$ cat config.mk
export PLATFORM = sky130hd
export DESIGN_NAME = instruction_fetch_unit
export DESIGN_NICKNAME = d
export VERILOG_FILES = /design/src/rtl/instruction_fetch_unit.sv
export SDC_FILE = /design/constraint.sdc
export NUM_CORES = 1
export LEC_CHECK = 0
export ABC_AREA = 1
export CORE_AREA = 8 8 104 106
export CTS_BUF_LIST = sky130_fd_sc_hd__clkbuf_2
export CTS_CLUSTER_SIZE = 40
export DETAILED_ROUTE_END_ITERATION = 6
export DIE_AREA = 0 0 112 114
export PLACE_DENSITY_LB_ADDON = 0.05
export SLEW_MARGIN = 20
export SYNTH_ARGS = -nofsm -noshare
export SYNTH_HDL_FRONTEND = slang
export SYNTH_SLANG_ARGS = --single-unit
$ cat constraint.sdc
create_clock -name clk -period 2.1 [get_ports clk]
set_input_delay 0.42 -clock clk [delete_from_list [all_inputs] [get_ports clk]]
set_output_delay 0.42 -clock clk [all_outputs]
set_load 0.01 [all_outputs]
$ cat src/rtl/instruction_fetch_unit.sv
// Fetch stage for the 16-bit multicycle CPU. It holds the PC, reads instruction memory over a
// req/ack handshake of variable latency, and hands each fetched word to the IR with a 1-cycle IRWrite pulse.
module instruction_fetch_unit #(
    parameter int ADDR_W   = 16,
    parameter int PC_STEP  = 2,
    parameter int RESET_PC = 0,
    parameter int TIMEOUT  = 16
) (
    input  logic              clk,
    input  logic              reset_n,
    input  logic              fetch_en,
    input  logic              redirect,
    input  logic [ADDR_W-1:0] redirect_pc,
    output logic [ADDR_W-1:0] mem_addr,
    output logic              mem_rd,
    input  logic [15:0]       mem_rdata,
    input  logic              mem_ack,
    output logic [15:0]       memData,
    output logic              IRWrite,
    output logic [ADDR_W-1:0] pc,
    output logic [ADDR_W-1:0] pc_inst,
    output logic              busy,
    output logic              fault,
    output logic [1:0]        dbg_state_o
);

    // Memory handshake: mem_rd rises one cycle after fetch_en is taken in IDLE and
    // stays high with a stable mem_addr until the cycle in which mem_ack is seen,
    // or until the timeout abort. mem_ack is a 1-cycle pulse and is ignored in IDLE.
    typedef enum logic [1:0] {
        S_IDLE  = 2'd0,
        S_WAIT  = 2'd1,
        S_DRAIN = 2'd2
    } state_t;

    localparam int CNT_W = (TIMEOUT > 1) ? $clog2(TIMEOUT) : 1;
    localparam logic [CNT_W-1:0]  CNT_LAST   = CNT_W'(TIMEOUT - 1);
    localparam logic [ADDR_W-1:0] RESET_ADDR = ADDR_W'(RESET_PC);
    localparam logic [ADDR_W-1:0] STEP       = ADDR_W'(PC_STEP);

    state_t            state_q, state_d;
    logic [ADDR_W-1:0] pc_q, pc_d;
    logic [ADDR_W-1:0] pc_inst_q, pc_inst_d;
    logic [ADDR_W-1:0] mem_addr_q, mem_addr_d;
    logic              mem_rd_q, mem_rd_d;
    logic [15:0]       mem_data_q, mem_data_d;
    logic              ir_write_q, ir_write_d;
    logic              fault_q, fault_d;
    logic [CNT_W-1:0]  cnt_q, cnt_d;

    logic [ADDR_W-1:0] target;
    logic              misaligned;

    always_comb begin
        target     = redirect_pc;
        misaligned = 1'b0;
        if (PC_STEP == 2) begin
            target[0]  = 1'b0;
            misaligned = redirect_pc[0];
        end
    end

    always_comb begin
        state_d    = state_q;
        pc_d       = pc_q;
        pc_inst_d  = pc_inst_q;
        mem_addr_d = mem_addr_q;
        mem_rd_d   = mem_rd_q;
        mem_data_d = mem_data_q;
        ir_write_d = 1'b0;
        fault_d    = fault_q;
        cnt_d      = cnt_q;

        case (state_q)
            S_IDLE: begin
                cnt_d = '0;
                if (redirect) begin
                    pc_d = target;
                    if (misaligned) fault_d = 1'b1;
                end
                if (fetch_en) begin
                    state_d    = S_WAIT;
                    mem_rd_d   = 1'b1;
                    mem_addr_d = redirect ? target : pc_q;
                end
            end

            S_WAIT, S_DRAIN: begin
                cnt_d = cnt_q + CNT_W'(1);
                if (redirect) begin
                    pc_d = target;
                    if (misaligned) fault_d = 1'b1;
                end
                if (mem_ack) begin
                    state_d  = S_IDLE;
                    mem_rd_d = 1'b0;
                    cnt_d    = '0;
                    // DRAIN (or a redirect in the ack cycle) squashes the returning word.
                    if (state_q == S_WAIT && !redirect) begin
                        mem_data_d = mem_rdata;
                        ir_write_d = 1'b1;
                        pc_inst_d  = mem_addr_q;
                        pc_d       = mem_addr_q + STEP;
                    end
                end else if (cnt_q == CNT_LAST) begin
                    // This was the TIMEOUT-th cycle with mem_rd high and still no ack.
                    state_d  = S_IDLE;
                    mem_rd_d = 1'b0;
                    fault_d  = 1'b1;
                    cnt_d    = '0;
                end else if (redirect) begin
                    state_d = S_DRAIN;
                end
            end

            default: begin
                state_d  = S_IDLE;
                mem_rd_d = 1'b0;
                cnt_d    = '0;
            end
        endcase
    end

    always_ff @(posedge clk or negedge reset_n) begin
        if (!reset_n) begin
            state_q    <= S_IDLE;
            pc_q       <= RESET_ADDR;
            pc_inst_q  <= RESET_ADDR;
            mem_addr_q <= RESET_ADDR;
            mem_rd_q   <= 1'b0;
            mem_data_q <= '0;
            ir_write_q <= 1'b0;
            fault_q    <= 1'b0;
            cnt_q      <= '0;
        end else begin
            state_q    <= state_d;
            pc_q       <= pc_d;
            pc_inst_q  <= pc_inst_d;
            mem_addr_q <= mem_addr_d;
            mem_rd_q   <= mem_rd_d;
            mem_data_q <= mem_data_d;
            ir_write_q <= ir_write_d;
            fault_q    <= fault_d;
            cnt_q      <= cnt_d;
        end
    end

    assign mem_addr    = mem_addr_q;
    assign mem_rd      = mem_rd_q;
    assign memData     = mem_data_q;
    assign IRWrite     = ir_write_q;
    assign pc          = pc_q;
    assign pc_inst     = pc_inst_q;
    assign busy        = (state_q != S_IDLE);
    assign fault       = fault_q;
    assign dbg_state_o = state_q;

endmodule
==> qor.csv <==
stage,metric,value,unit
setup_path,reg2reg setup slack,330,ps
finish,Multi-input gate area,1460,sq um
clock_tree,Root Buffer Master,clkbuf_2,
floorplan,Die W,112,microns
logic_synthesis,YS warnings,0,
setup_path,CP endpoint kind,output port,
finish,sequential standard cell area,1830,sq um
logic_synthesis,synth unique cells,32,
sta,Slew @ Worst Pin,556,ps
logic_synthesis,#FFs+latches synth,73,
grt,total track usage,16.4,%
setup_path,CP required,1680,ps
route,Via Count,3239,
clock_tree,buffer depth of the longest clock path,2,
logic_synthesis,mean post-synth cell area,8.00,sq um
sta,RSZ-0062 raised after global routing,no,
clock_tree,CTS sink cnt,73,
sta,max-slew violations,0,
finish,Nets,602,
clock_tree,Clock Latency Late Sink,500,ps
sta,final setup fails,0,
route,First-pass DRT Iterations,4,
logic_synthesis,post-synthesis cell area,3540,sq um
place,GPL Wtd Cong,0.846,
setup_path,slowest CP cell,clkdlybuf4s50_1,
finish,share of cells above drive strength 1,9.56,%
sta,Final Skew,11.6,ps
setup_path,crit path max fanout,5,
sta,crit share post-route,94.7,%
route,final WL,9940,microns
floorplan,Vert. Die Dim,114,microns
floorplan,starting density of the core,38.9,%
route,starting DRC count in detailed routing,189,
power_and_ir_drop,power per cell area,1350,nW/um^2
logic_synthesis,Mapped Nets,485,
floorplan,std cell rows,35,
sta,min Tclk post-route,1990,ps
route,vias per cell,4.79,
clock_tree,"CTS clk-pin slew, worst paths",200,ps
floorplan,die area,12800,sq um
worst_hold_path,path category of the worst min-delay check,in -> async,
finish,P&R area growth vs syn,39.3,%
clock_tree,CTS H-tree depth,3,
sta,final setup TNS,0,ps
place,input/output buffers,106,
floorplan,io pins,107,
floorplan,total core area,9110,sq um
setup_path,Top Family by Delay on Critical Path,buffers and inverters,
logic_synthesis,"Primary FF master, synth",dfrtp_1,
clock_tree,number of buffers created by CTS,9,
grt,total gr overflow,0,
sta,Highest Clock Rate,503,MHz
grt,vias in the first global route,3354,
finish,final core area utilization,54.2,%
clock_tree,CTS tree,done,
logic_synthesis,sequential area share after synthesis,51.6,%
logic_synthesis,Post-synth ARST share,100,%
grt,largest net degree at the start of global routing,46,
setup_path,Crit path arrival time,1570,ps
setup_path,delay of the slowest critical-path stage,580,ps
sta,Final Hold Vio Count,0,
route,drt drc,0,
status,outcome,"finished, final reports clean",
power_and_ir_drop,VDD IR max,0.000778,V
setup_path,WS Path Type,reg -> out,
setup_path,Buf/Inv on CP,1,
grt,first-pass GRT wire length,16800,microns
sta,Slew HR,62.9,%
place,HPWL Detailed,7520,microns
grt,initial antenna violation count,0,
logic_synthesis,Synth Instances,443,
finish,filler cell count,878,
flow_run,Max Cap Viol,0,
route,Final ANT Viol Nets,0,
power_and_ir_drop,leakage power,2.39,nW
setup_path,CP Cell Sequence,clkdlybuf4s50_1,
logic_synthesis,Post-synth EDFFs,0,
setup_path,CP startpoint kind,flop,
route,routed len/inst,14.7,microns
finish,antenna cells,0,
metal layers:
layer / vias to the layer above / GRT usage [%] / part of all wire [%]
met5: - / 0 / 0
met4: 0 / 6.47 / 1.2
met3: 10 / 4.49 / 6.2
met2: 97 / 27.3 / 47
met1: 1495 / 19.8 / 46
li1: 1637 / - / -
Yosys cell counts, types with 2 or more instances:
| cell type | number | area share [%] |
|---|---|---|
| buf_2 | 7 | 0.99 |
| nand4_1 | 4 | 0.71 |
| nor3_1 | 4 | 0.56 |
| nor2_2 | 3 | 0.53 |
| o21ai_1 | 4 | 0.56 |
| dfrtp_1 | 73 | 52 |
| a21oi_1 | 11 | 1.6 |
| o211ai_1 | 3 | 0.64 |
| nor2_1 | 14 | 1.5 |
| nor2_4 | 3 | 0.95 |
| o21ai_0 | 45 | 6.4 |
| inv_1 | 39 | 4.1 |
| clkbuf_1 | 6 | 0.64 |
| nand3_1 | 18 | 2.5 |
| ha_1 | 5 | 1.8 |
| xor2_1 | 2 | 0.49 |
| nand2_1 | 180 | 19 |
| inv_2 | 2 | 0.21 |
| nand2_2 | 2 | 0.35 |
| a21oi_2 | 2 | 0.49 |
| buf_6 | 5 | 1.6 |
cell families (layout without fill, tap and decap cells):
| kind of cell | after synthesis | after routing | share of synthesized area (%) |
|---|---|---|---|
| AND/OR/NAND/NOR | 233 | 233 | 27.8 |
| buffers and inverters | 60 | 182 | 7.73 |
| flip-flops | 73 | 73 | 51.6 |
| adder cells (fa/ha/maj) | 5 | 5 | 1.77 |
| XOR/XNOR | 2 | 2 | 0.494 |
| AO/OA/AOI/OAI | 69 | 69 | 10.4 |
| multiplexers | 1 | 1 | 0.282 |
registers in the layout, summed over array words and instances (netlist names):
signal and cells:
pc_inst 16, cnt_q 4, memData 16, pc 16, mem_addr 16, mem_rd 1, IRWrite 1, fault 1
dbg_state_o 2
path summary, 6_finish.rpt:
kind                                             from  cells past startpoint                       to
max                          mem_addr[10]$_DFFE_PN0P_                      1             mem_addr[10]
min in group clk                        mem_rdata[12]                      3  memData[12]$_DFFE_PN0P_
max in group asynchronous                     reset_n                      3  mem_addr[9]$_DFFE_PN0P_
min reg2reg                        cnt_q[0]$_DFF_PN0_                      1       cnt_q[0]$_DFF_PN0_
max reg2reg                dbg_state_o[1]$_DFFE_PN0P_                     10        pc[7]$_DFFE_PN0P_
min                                           reset_n                      2   pc_inst[2]$_DFFE_PN0P_
where the power goes:
part	leakage [nW]	switching, mW	internal [mW]	total (mW)
clock network	0.0833	0.500	0.394	0.894
logic	1.40	1.60	1.66	3.26
registers	0.910	0.493	2.02	2.51
cell type report:
class | count | share of cell area, %
Sequential cell | 73 | 37.1
Multi-Input combinational cell | 310 | 29.5
Inverter | 42 | 3.24
Timing Repair Buffer | 124 | 24.7
Clock inverter | 6 | 1.67
Tap cell | 111 | 2.81
Clock buffer | 10 | 1.01
metrics by stage:
step | worst slack [ps] | total power [mW] | hold slack (ps) | cells | area (sq um)
2_1_floorplan | 490 | 3.99 | 124 | 443 | 3540
3_3_place_gp | 114 | 5.76 | 381 | 657 | 4760
3_5_place_dp | 82.3 | 5.80 | 379 | 657 | 4760
4_1_cts | 18.5 | 6.73 | 346 | 676 | 4920
5_1_grt | 2.14 | 7.22 | 336 | 676 | 4940
6_report | 112 | 6.66 | 370 | 676 | 4940
cells in the final DEF (no fill, tap or decap), types with 4 or more instances in the layout:
cell type | netlist | layout
buf_4 | 0 | 16
nor3_1 | 4 | 4
nand3_1 | 18 | 18
ha_1 | 5 | 4
a21oi_1 | 11 | 11
dfrtp_1 | 73 | 70
nor2_1 | 14 | 14
nand4_1 | 4 | 4
o21ai_0 | 45 | 45
o21ai_1 | 4 | 4
nand2_1 | 180 | 180
clkdlybuf4s50_1 | 0 | 104
inv_1 | 39 | 39
clkbuf_2 | 0 | 10
timing repair:
action / CTS / global route
setup endpoints to repair: 1 / 4
endpoints found under the hold margin: 28 / 0
hold buffers: 1 / 0
resized for setup: 1 / 5
cloned: 0 / 0
buffers inserted: 2 / 0
(Power assumes the default switching activity.)
